`config.mk`:
```
export PLATFORM = sky130hd
export DESIGN_NAME = fetch_bus_if
export DESIGN_NICKNAME = d
export VERILOG_FILES = /design/src/rtl/bus_pkg.sv /design/src/rtl/bus_timeout_cnt.sv /design/src/rtl/fetch_bus_if.sv
export SDC_FILE = /design/constraint.sdc
export NUM_CORES = 1
export LEC_CHECK = 0
export BUFFER_PORTS_ARGS = -buffer_cell sky130_fd_sc_hd__buf_2
export CAP_MARGIN = 0
export CORE_MARGIN = 2
export CORE_UTILIZATION = 44
export CTS_CLUSTER_DIAMETER = 30
export DETAILED_ROUTE_END_ITERATION = 16
export HOLD_SLACK_MARGIN = 0.08
export PLACE_DENSITY = 0.79
export SYNTH_ARGS = -nofsm -noshare
export SYNTH_HDL_FRONTEND = slang
export SYNTH_SLANG_ARGS = --single-unit
export TNS_END_PERCENT = 1
```
`constraint.sdc`:
```
create_clock -name clk -period 2 [get_ports clk]
set_input_delay 0.3 -clock clk [delete_from_list [all_inputs] [get_ports clk]]
set_output_delay 0.3 -clock clk [all_outputs]
set_load 0.01 [all_outputs]
```
`src/rtl/bus_pkg.sv`:
```
// bus_pkg: shared definitions for the instruction-fetch bus master.
//   - FSM state encoding for fetch_bus_if
//   - ENABLE_ / DISABLE_ levels for the active-low bus strobes
//   - default word-address and data widths
//   - NOP (all-zero) instruction word, also the rd_data reset/error value
package bus_pkg;

  localparam int unsigned DEFAULT_ADDR_W = 30;
  localparam int unsigned DEFAULT_DATA_W = 32;

  // Active-low bus signalling levels
  localparam logic ENABLE_  = 1'b0;
  localparam logic DISABLE_ = 1'b1;

  localparam logic [31:0] NOP_INSTR = 32'h0000_0000;

  // Fetch FSM state encoding
  localparam logic [1:0] ST_IDLE   = 2'd0;
  localparam logic [1:0] ST_REQ    = 2'd1;
  localparam logic [1:0] ST_ACCESS = 2'd2;
  localparam logic [1:0] ST_HOLD   = 2'd3;

endpackage

```
`src/rtl/bus_timeout_cnt.sv`:
```
// bus_timeout_cnt: cycle counter for bus-access timeout detection.
// Ports:
//   clk    in  clock
//   reset  in  synchronous active-high reset
//   clr_i  in  clear count to zero (takes priority over en_i)
//   en_i   in  count this cycle
//   tc_o   out terminal count: high on the Limit-th enabled cycle since clear
module bus_timeout_cnt #(
  parameter int unsigned Limit = 16  // must be >= 1
) (
  input  logic clk,
  input  logic reset,
  input  logic clr_i,
  input  logic en_i,
  output logic tc_o
);

  localparam int unsigned CntW = $clog2(Limit + 1);

  logic [CntW-1:0] cnt_q, cnt_d;

  always_comb begin
    cnt_d = cnt_q;
    if (clr_i) begin
      cnt_d = '0;
    end else if (en_i) begin
      cnt_d = cnt_q + CntW'(1);
    end
  end

  // cnt_q holds the number of enabled cycles already seen, so the current
  // enabled cycle is the Limit-th one when cnt_q == Limit-1.
  assign tc_o = en_i && (cnt_q == CntW'(Limit - 1));

  always_ff @(posedge clk) begin
    if (reset) begin
      cnt_q <= '0;
    end else begin
      cnt_q <= cnt_d;
    end
  end

endmodule

```
`src/rtl/fetch_bus_if.sv`:
```
// fetch_bus_if: instruction-fetch bus master. Takes a word-address read from
// the IF stage, requests the shared bus, runs one read cycle with the
// active-low as_/rdy_ handshake and returns the word with a one-cycle valid.
// Optional feature: define BUS_TIMEOUT_EN to abort accesses that see no rdy_
// within TIMEOUT_CYCLES ACCESS cycles (bus_err pulse, rd_data = 0).
// Ports:
//   clk, reset          clock, synchronous active-high reset
//   req, cpu_addr       fetch request / word address (sampled in IDLE)
//   flush               cancel current or pending fetch
//   stall               pipeline stall; holds returned data (HOLD state)
//   busy                pipeline must stall
//   rd_data, data_valid fetched word (registered) and its one-cycle pulse
//   bus_err             timeout pulse (0 without BUS_TIMEOUT_EN)
//   bus_req_, bus_grnt_ arbiter request / grant, active-low
//   bus_addr, bus_as_   registered bus address and address strobe (active-low)
//   bus_rd_data         slave read data
//   bus_rdy_            slave ready, active-low
module fetch_bus_if
  import bus_pkg::*;
#(
  parameter int unsigned ADDR_W = DEFAULT_ADDR_W,
  parameter int unsigned DATA_W = DEFAULT_DATA_W
`ifdef BUS_TIMEOUT_EN
  ,
  parameter int unsigned TIMEOUT_CYCLES = 16
`endif
) (
  input  logic              clk,
  input  logic              reset,
  input  logic              req,
  input  logic [ADDR_W-1:0] cpu_addr,
  input  logic              flush,
  input  logic              stall,
  output logic              busy,
  output logic [DATA_W-1:0] rd_data,
  output logic              data_valid,
  output logic              bus_err,
  output logic              bus_req_,
  input  logic              bus_grnt_,
  output logic [ADDR_W-1:0] bus_addr,
  output logic              bus_as_,
  input  logic [DATA_W-1:0] bus_rd_data,
  input  logic              bus_rdy_
);

  logic [1:0]        state_q, state_d;
  logic [ADDR_W-1:0] bus_addr_q, bus_addr_d;
  logic              bus_req_q, bus_req_d;
  logic              bus_as_q, bus_as_d;
  logic [DATA_W-1:0] rd_data_q, rd_data_d;
  logic              data_valid_q, data_valid_d;
  logic              discard_q, discard_d;
  logic              drop;

`ifdef BUS_TIMEOUT_EN
  logic cnt_clr, cnt_en, timeout;
  logic bus_err_q, bus_err_d;

  // Cleared on the REQ->ACCESS transition, counts ACCESS cycles without rdy_
  assign cnt_clr = (state_q == ST_REQ) && !flush && (bus_grnt_ == ENABLE_);
  assign cnt_en  = (state_q == ST_ACCESS) && (bus_rdy_ != ENABLE_);

  bus_timeout_cnt #(
    .Limit (TIMEOUT_CYCLES)
  ) u_timeout_cnt (
    .clk   (clk),
    .reset (reset),
    .clr_i (cnt_clr),
    .en_i  (cnt_en),
    .tc_o  (timeout)
  );
`endif

  // A flush in the same cycle as rdy_ still drops the data.
  assign drop = discard_q | flush;

  always_comb begin
    state_d      = state_q;
    bus_addr_d   = bus_addr_q;
    bus_req_d    = bus_req_q;
    bus_as_d     = DISABLE_;
    rd_data_d    = rd_data_q;
    data_valid_d = 1'b0;
    discard_d    = discard_q;
`ifdef BUS_TIMEOUT_EN
    bus_err_d    = 1'b0;
`endif
    case (state_q)
      ST_IDLE: begin
        if (req && !flush) begin
          bus_addr_d = cpu_addr;
          bus_req_d  = ENABLE_;
          state_d    = ST_REQ;
        end
      end
      ST_REQ: begin
        if (flush) begin
          bus_req_d = DISABLE_;
          state_d   = ST_IDLE;
        end else if (bus_grnt_ == ENABLE_) begin
          bus_as_d = ENABLE_;
          state_d  = ST_ACCESS;
        end
      end
      ST_ACCESS: begin
        // The bus cycle is never aborted by flush; only its data is dropped.
        if (bus_rdy_ == ENABLE_) begin
          bus_req_d = DISABLE_;
          if (!drop) begin
            rd_data_d    = bus_rd_data;
            data_valid_d = 1'b1;
          end
          discard_d = 1'b0;
          state_d   = stall ? ST_HOLD : ST_IDLE;
        end
`ifdef BUS_TIMEOUT_EN
        else if (timeout) begin
          bus_err_d = 1'b1;
          bus_req_d = DISABLE_;
          if (!drop) begin
            rd_data_d    = DATA_W'(NOP_INSTR);
            data_valid_d = 1'b1;
          end
          discard_d = 1'b0;
          state_d   = ST_IDLE;
        end
`endif
        else begin
          discard_d = drop;
        end
      end
      ST_HOLD: begin
        if (!stall) begin
          state_d = ST_IDLE;
        end
      end
      default: state_d = ST_IDLE;
    endcase
  end

  always_ff @(posedge clk) begin
    if (reset) begin
      state_q      <= ST_IDLE;
      bus_addr_q   <= '0;
      bus_req_q    <= DISABLE_;
      bus_as_q     <= DISABLE_;
      rd_data_q    <= DATA_W'(NOP_INSTR);
      data_valid_q <= 1'b0;
      discard_q    <= 1'b0;
    end else begin
      state_q      <= state_d;
      bus_addr_q   <= bus_addr_d;
      bus_req_q    <= bus_req_d;
      bus_as_q     <= bus_as_d;
      rd_data_q    <= rd_data_d;
      data_valid_q <= data_valid_d;
      discard_q    <= discard_d;
    end
  end

`ifdef BUS_TIMEOUT_EN
  always_ff @(posedge clk) begin
    if (reset) begin
      bus_err_q <= 1'b0;
    end else begin
      bus_err_q <= bus_err_d;
    end
  end

  assign bus_err = bus_err_q;
`else
  assign bus_err = 1'b0;
`endif

  always_comb begin
    busy = 1'b1;
    if (reset) begin
      busy = 1'b0;
    end else if (state_q == ST_IDLE) begin
      busy = req & ~flush;
    end else if (state_q == ST_HOLD) begin
      busy = 1'b0;
    end
  end

  assign bus_addr   = bus_addr_q;
  assign bus_req_   = bus_req_q;
  assign bus_as_    = bus_as_q;
  assign rd_data    = rd_data_q;
  assign data_valid = data_valid_q;

endmodule

```
Word-level counts from Yosys, hierarchy flattened
Cells that the tools add are included.
{"block": "word_totals", "reg_bits": 68, "latch_bits": 0, "ram_bits": 0, "romBits": 0, "inputBits": 69, "mem_count": 0}
{"block": "op_classes", "add_sub_neg": 0, "n_mul": 0, "div": 0, "n_lt_le_gt_ge": 0, "eq_ne": 8, "shifts": 0, "n_mux": 17, "bitwise_logic": 7, "reduce_logical": 10}
{"op": "$mux 2", "count": 6}
{"op": "$mux 1", "count": 9}
{"op": "$ne 2x2->1 const B", "count": 4}
{"op": "$pmux 2 s4", "count": 1}
{"op": "$reduce_and 4->1", "count": 2}
{"op": "$reduce_or 3->1", "count": 2}
{"op": "$not 1->1", "count": 5}
{"op": "$eq 2x2->1 const B", "count": 2}
{"op": "$ne 3x3->1 const B", "count": 1}
{"op": "$pmux 1 s3", "count": 1}
{"op": "$reduce_and 3->1", "count": 1}
{"op": "$reduce_bool 3->1", "count": 1}
{"op": "$eq 2x1->1 const B", "count": 1}
{"op": "$logic_not 2->1", "count": 1}
{"op": "$reduce_and 2->1", "count": 1}
{"op": "$and 1x1->1", "count": 1}
{"op": "$logic_and 1x1->1", "count": 1}
{"op": "$logic_not 1->1", "count": 1}
{"op": "$or 1x1->1", "count": 1}

Logic depth before layout (Yosys ltp)
Gate-level depths: netlist of the first run.
{"block": "depth", "depth_word": 4, "ltp_mapped": 7, "ltp_nobuf": 5}

Worst setup path after synthesis of the first run
Ideal clock, no wire load.
{"block": "synth_path", "path_kind": "reg-to-output", "startpoint": "register state_q[0]", "endpoint": "output port busy", "arrival_time_ns": 1.386, "path_slack_ns": 0.314, "path_stages_with_launch": 8, "cell_sequence": "dfxtp_1 > inv_1 > ha_1 > and3b_1 > clkbuf_1 > buf_2 > nor2_1 > nor2_1"}
{"block": "synth_via", "elab_chain_len": 4, "word_cells_on_any_way": 5, "classes_between": "eq/ne (1); mux (3); reduce/logical (1)"}
{"element": "start: declaration", "line": "fetch_bus_if.sv:46", "source": "logic [1:0] state_q, state_d;"}
{"element": "start signal: assignment", "line": "fetch_bus_if.sv:151", "source": "state_q <= state_d;"}
{"element": "$eq 2x2->1", "line": "fetch_bus_if.sv:181", "source": "end else if (state_q == ST_HOLD) begin"}
{"element": "$mux 1", "line": "fetch_bus_if.sv:181"}
{"element": "$mux 1 *", "line": "fetch_bus_if.sv:179", "source": "end else if (state_q == ST_IDLE) begin"}
{"element": "$mux 1 *", "line": "fetch_bus_if.sv:177", "source": "if (reset) begin"}
{"element": "end: declaration", "line": "fetch_bus_if.sv:34", "source": "output logic busy,"}
Mark *: on every way between the ends. The rest lies on a longest branch, timed or not.

Worst setup path after layout of the first run
Ends and elaborated chain as after synthesis.

==> reports/metrics.cfg, run 1 <==
[floorplanning]
core_area_mm2=0.00557
start_util_pct=46.0
die_w_um=80.3
fp.dieArea_mm2=0.00645
die_height_um=80.3
core.rowCount=27
ios=136

[synth]
synthSimpleGateAreaFrac_pct=23.6
yosys_warnings=0
synth_area_mm2=0.00256
synth_edf_count=0
synth_compound_area_share_pct=14.5
synth.net_count=390
seq_area_frac_synth_pct=53.1
synth_area_per_cell_um2=8.11
synth-xor-area-share_pct=0
synthMuxAreaShare_pct=1.22
syn-instance-count=316
ys_types=25
synth_top_family_by_area=simple AND/OR/NAND/NOR gates
synthArstFlopShare_pct=0
ys_seq_elements=68
synth-main-ff-cell=dfxtp_1
synthAdderAreaFrac_pct=2.44

[pwr]
power.density_mw_per_mm2=842
leakagePower_nw=1.58
peakVddDrop_mv=0.433
total_power_mw=2.92

[timing]
finalSetupViolCount=0
skew_ns=0.00770
report.final.slew_viol_count=0
fin_crit_ns=1.86
fin_setup_tns_ns=0
fmaxAchievable_mhz=538
finalHoldViolCount=0
fin_crit_sh_pct=92.9
worst_slack_ns=0.141

[place]
place_area_mm2=0.00327
dp_slack_ns=0.184
gp_congestion=0.851
hpwl_um=4440
port_buffers=134

[route]
vias_per_cell=4.65
first_pass_iters=4
routed_wl_um=6070
drc_errors=0
antenna_left=0
num_vias=2433
dr.first_iter.drc_count=94
wl_per_cell_um=11.6

[global_routing]
antenna_found_initial=0
overflow=0
grt_pass1_wl_um=9680
grt_pass1_vias=2259
grt_max_degree=34
grt_util_all_layers_pct=19.2

[clock_tree]
cts_tree=yes
cts_root_buf=clkbuf_8
cts.path.max_buffers=2
cts.sinks=68
cts_made_buffers=9
postCtsSetupRepairBufs=0
clk_pin_slew_ns=0.07
h-tree-depth=3
clk_latency_ns=0.33

[hold_path]
hold_path_class=in2reg
hold_depth=2

[outcome]
status=completed

[critical_path]
worstSetupStartpointType=register
end_kind=output pin
r2r_slack_ns=0.21
path_max_fanout=5
critPathArrivalTime_ns=1.56
reg2regPathDepth=5
worstSetupPathType=reg2out
required_ns=1.70

[layout]
layout_commonest_cell=buf_2
synthToLayoutAreaGrowth_pct=35.1
antenna_cells_inserted=0
utilization_pct=62.1
finalNetCount=520
fillers=538
drive_gt1_share_pct=35.7
final_area_mm2=0.00346
final_cell_mix=134 x buf_2, 125 x nand2_1, 68 x dfxtp_1, 64 x a21oi_1, 12 x clkbuf_8

[run]
maxCapViolCount=0

worst max-delay path, stage by stage (launching register included):
cell	delay [ns]
dfxtp_1	0.33
inv_1	0.12
ha_2	0.27
and3b_1	0.22
nor2_1	0.06
nor2_1	0.08
buf_2	0.15
sequential cells by signal, indices dropped and copies added, names as in the netlist:
register    cells
bus_as_         1
bus_req_        1
state_q         2
discard_q       1
data_valid      1
rd_data        32
bus_addr       30
path summary, 6_finish.rpt:
path	from	endpoint
setup reg to reg	state_q[0]$_SDFFE_PP0P_	state_q[0]$_SDFFE_PP0P_
hold reg to reg	bus_addr[26]$_SDFFE_PP0P_	bus_addr[26]$_SDFFE_PP0P_
hold / removal	bus_grnt_	bus_as_$_SDFF_PP1_
setup / recovery	state_q[0]$_SDFFE_PP0P_	busy
layer usage:
layer  global-route usage (%)  routed length [um]  vias up
li1                         -                   -     1272
met1                     21.9                2710     1074
met2                     32.9                2920       77
met3                     4.38                 328       10
met4                     10.5                 114        0
met5                        0                   0        -
synthesized netlist by cell type, types with 2 or more instances:
master	count	area (um^2)
nand2b_1	3	18.8
nor2_1	8	30.0
nand2_1	125	469
ha_1	5	62.6
mux2i_1	2	20.0
dfxtp_1	68	1360
and3b_1	2	17.5
a21oi_1	64	320
nor2b_1	2	12.5
clkbuf_1	12	45.0
buf_6	3	33.8
and2_1	2	12.5
buf_2	7	35.0
inv_1	2	7.51
layout make-up:
type	count	area, um^2	area share [%]
clock buffers	13	169	4.88
clock inverters	3	20.0	0.578
inverters	2	7.51	0.217
multi-input cells	223	1080	31.3
flip-flops and latches	68	1360	39.3
well taps	72	90.1	2.60
repair buffers	142	731	21.1
logic make-up after synthesis:
kind of cell,count (synthesis)
flops,68
compound gates,67
buf+inv,25
simple gates,147
mux,3
fa+ha+maj,5
other cells,1
what timing repair did:
action / CTS / global route
endpoints found under the setup margin: 0 / 1
hold buffers: 0 / 0
gates resized for setup: 0 / 1
power by group:
part,leakage (nW),switching (mW),internal [mW]
Combinational,0.940,0.230,0.195
Sequential,0.551,0.0303,1.41
Clock,0.0917,0.495,0.551
Total,1.58,0.756,2.16
metrics by stage:
stage	cells	hold WS, ns
3_5_place_dp	507	0.443
3_3_place_gp	507	0.438
4_1_cts	523	0.160
5_1_grt	523	0.188
6_report	523	0.179
2_1_floorplan	316	0.404
No activity file was read; power rests on OpenSTA's default activity.
==> inputs of run 2 (changes only) <==
--- a/config.mk
+++ b/config.mk
@@ -5,14 +5,13 @@
 export SDC_FILE = /design/constraint.sdc
 export NUM_CORES = 1
 export LEC_CHECK = 0
-export BUFFER_PORTS_ARGS = -buffer_cell sky130_fd_sc_hd__buf_2
 export CAP_MARGIN = 0
 export CORE_MARGIN = 2
-export CORE_UTILIZATION = 44
+export CORE_UTILIZATION = 45
 export CTS_CLUSTER_DIAMETER = 30
 export DETAILED_ROUTE_END_ITERATION = 16
+export DONT_BUFFER_PORTS = 1
 export HOLD_SLACK_MARGIN = 0.08
-export PLACE_DENSITY = 0.79
 export SYNTH_ARGS = -nofsm -noshare
 export SYNTH_HDL_FRONTEND = slang
 export SYNTH_SLANG_ARGS = --single-unit
==> run 2 against run 1 <==
  * Non-clock buffer count down 123
  * Power down 5.5%
  * Critical path depth down 1
  * Critical path type unchanged
  * Critical endpoint unchanged
==> reports/metrics.cfg, run 2 (synthesis results as in run 1) <==
[outcome]
status=completed

[route]
first_pass_iters=4  ; unchanged
dr_wl_met2_um=2690  ; -7.9%
vias_per_cell=5.18  ; +11%
wl_per_cell_um=14.0  ; +21%
top_layer=met4
drc_errors=0  ; unchanged
wl_met3_um=564  ; +72%
routed_wl_um=5600  ; -7.7%
wl_met1_um=2200  ; -19%
antenna_left=0  ; unchanged
dr.first_iter.drc_count=111  ; +18%
num_vias=2067  ; -15%

[critical_path]
path_cells=inv_1 -> ha_2 -> and3b_1 -> nor2_1 -> nor2_2
cpMaxStageDelayCell=dfxtp_1
r2r_start=state_q[0]$_SDFFE_PP0P_
worstSetupStartpointType=register
critPathArrivalTime_ns=1.56  ; about the same
worstSetupPathType=reg2out
reg2regPathDepth=5  ; unchanged
path_max_fanout=5  ; unchanged
r2r_slack_ns=0.23  ; +0.02 ns
cp_slowest_stage_delay_ns=0.33  ; about the same
required_ns=1.70  ; about the same
r2r_end=state_q[0]$_SDFFE_PP0P_
end_kind=output pin

[layout]
drive_gt1_share_pct=7.34  ; -28 points
finalNetCount=397  ; -24%
largest_reg_flops=32  ; unchanged
antenna_cells_inserted=0  ; unchanged
synthToLayoutAreaGrowth_pct=14.0
final_cell_mix=125 x nand2_1, 68 x dfxtp_1, 64 x a21oi_1, 13 x dlygate4sd3_1, 11 x clkbuf_8
layout_commonest_cell=nand2_1

[hold_path]
hp-start=cpu_addr[5]
hold_depth=2  ; unchanged
hold_path_class=in2reg
hold_end=bus_addr[5]$_SDFFE_PP0P_

[floorplanning]
core_area_mm2=0.00551  ; -1.2%
core.rowCount=27  ; unchanged
die_w_um=79.5  ; -1.1%
fp.dieArea_mm2=0.00632  ; -2.1%
start_util_pct=46.6  ; +0.56 points
ios=136  ; unchanged
die_height_um=79.5  ; -1.1%

[clock_tree]
clk_pin_slew_ns=0.07  ; about the same
cts.path.max_buffers=2  ; unchanged
cts_tree=yes
h-tree-depth=3  ; unchanged
cts_root_buf=clkbuf_8
clk_latency_ns=0.33  ; about the same
cts_made_buffers=9  ; unchanged
cts.sinks=68  ; unchanged
postCtsSetupRepairBufs=0  ; unchanged

[timing]
holdWs_ns=0.0965  ; -0.0820 ns
fin_setup_tns_ns=0  ; unchanged
rsz0062_at_grt=no
fin_crit_sh_pct=93.1  ; +0.17 points
finalHoldViolCount=0  ; unchanged
fmaxAchievable_mhz=537  ; -0.18%
report.final.slew_viol_count=0  ; unchanged
skew_ns=0.00579  ; -0.00191 ns
fin_crit_ns=1.86  ; +0.00334 ns
finalSetupViolCount=0  ; unchanged

[global_routing]
overflow=0  ; unchanged
grt_pass1_wl_um=8910  ; -7.9%
grt_util_all_layers_pct=18.3  ; -0.83 points
antenna_found_initial=0  ; unchanged
grt_max_degree=66  ; +94%
grt_pass1_vias=1987  ; -12%

[run]
maxCapViolCount=0  ; unchanged

[place]
port_buffers=0  ; -100%
hpwl_um=3710  ; -16%
gp_congestion=0.802  ; -5.7%

[pwr]
power.density_mw_per_mm2=943  ; +12%
peakVddDrop_mv=0.441  ; +1.8%
leakagePower_nw=1.01  ; -36%

## run 2: cell types whose count changed in the layout (fill, tap and decap cells not counted)
cell	before	now
buf_2	134	0
dlygate4sd3_1	0	13
buf_4	8	4
clkinvlp_4	2	0
buf_12	0	1
buf_16	0	1
clkbuf_1	1	2
clkbuf_8	12	11
clkinv_2	1	2
nor2_1	8	7
nor2_2	0	1
## run 2: worst max path at each step
stage,end,from,slack [ns]
2_1_floorplan,busy,state_q[0]$_SDFFE_PP0P_,0.31
3_3_place_gp,state_q[0]$_SDFFE_PP0P_,state_q[0]$_SDFFE_PP0P_,0.27
3_5_place_dp,state_q[0]$_SDFFE_PP0P_,state_q[0]$_SDFFE_PP0P_,0.23
4_1_cts,busy,state_q[0]$_SDFFE_PP0P_,0.06
5_1_grt,busy,state_q[0]$_SDFFE_PP0P_,0.02
6_report,busy,state_q[0]$_SDFFE_PP0P_,0.14
## run 2: power breakdown
group | switching, mW | leakage [nW] | internal, mW
clock network | 0.472 | 0.0893 | 0.508
registers | 0.0660 | 0.551 | 1.42
logic | 0.161 | 0.374 | 0.133
total | 0.699 | 1.01 | 2.06
## run 2: critical path, delay by kind of cell (launching register included)
family / cells / cell delay, ns
adders and majority gates: 1 / 0.27
buffers and inverters: 1 / 0.12
DFF: 1 / 0.33
and+or+nand+nor: 3 / 0.51
## run 2: what timing repair did
item / in CTS / in global routing
endpoints found under the setup margin: 1 / 1
hold endpoints to repair: 65 / 1
resized for setup: 1 / 1
hold buffers: 13 / 1
## run 2: final cells by class
class / count / area, um^2
clock inverter: 2 / 10.0
tap: 72 / 90.1
multi-input combinational: 223 / 1090
inverter: 2 / 7.51
fill: 553 / 2580
clock buffer: 13 / 159
timing repair buffer: 19 / 208
sequential: 68 / 1360
## run 2: layer usage
layer	up-vias	global-route usage [%]
met5	-	0
met1	942	19.3
met2	83	30.3
li1	1028	-
met4	0	12.1
met3	14	7.01
## run 2: per-stage QoR
| stage | cells | setup slack, ns | total power [mW] | utilization, % | area [um^2] |
|---|---|---|---|---|---|
| final | 399 | 0.138 | 2.76 | 53.1 | 2920 |
| after floorplan | 316 | 0.314 | 1.72 | - | 2560 |
| after global placement | 370 | 0.268 | 1.75 | 47.1 | 2590 |
| after CTS | 398 | 0.0553 | 2.80 | 52.9 | 2910 |
| after detailed placement | 370 | 0.229 | 1.76 | 47.1 | 2590 |
| after global routing | 399 | 0.0192 | 2.90 | 53.1 | 2920 |
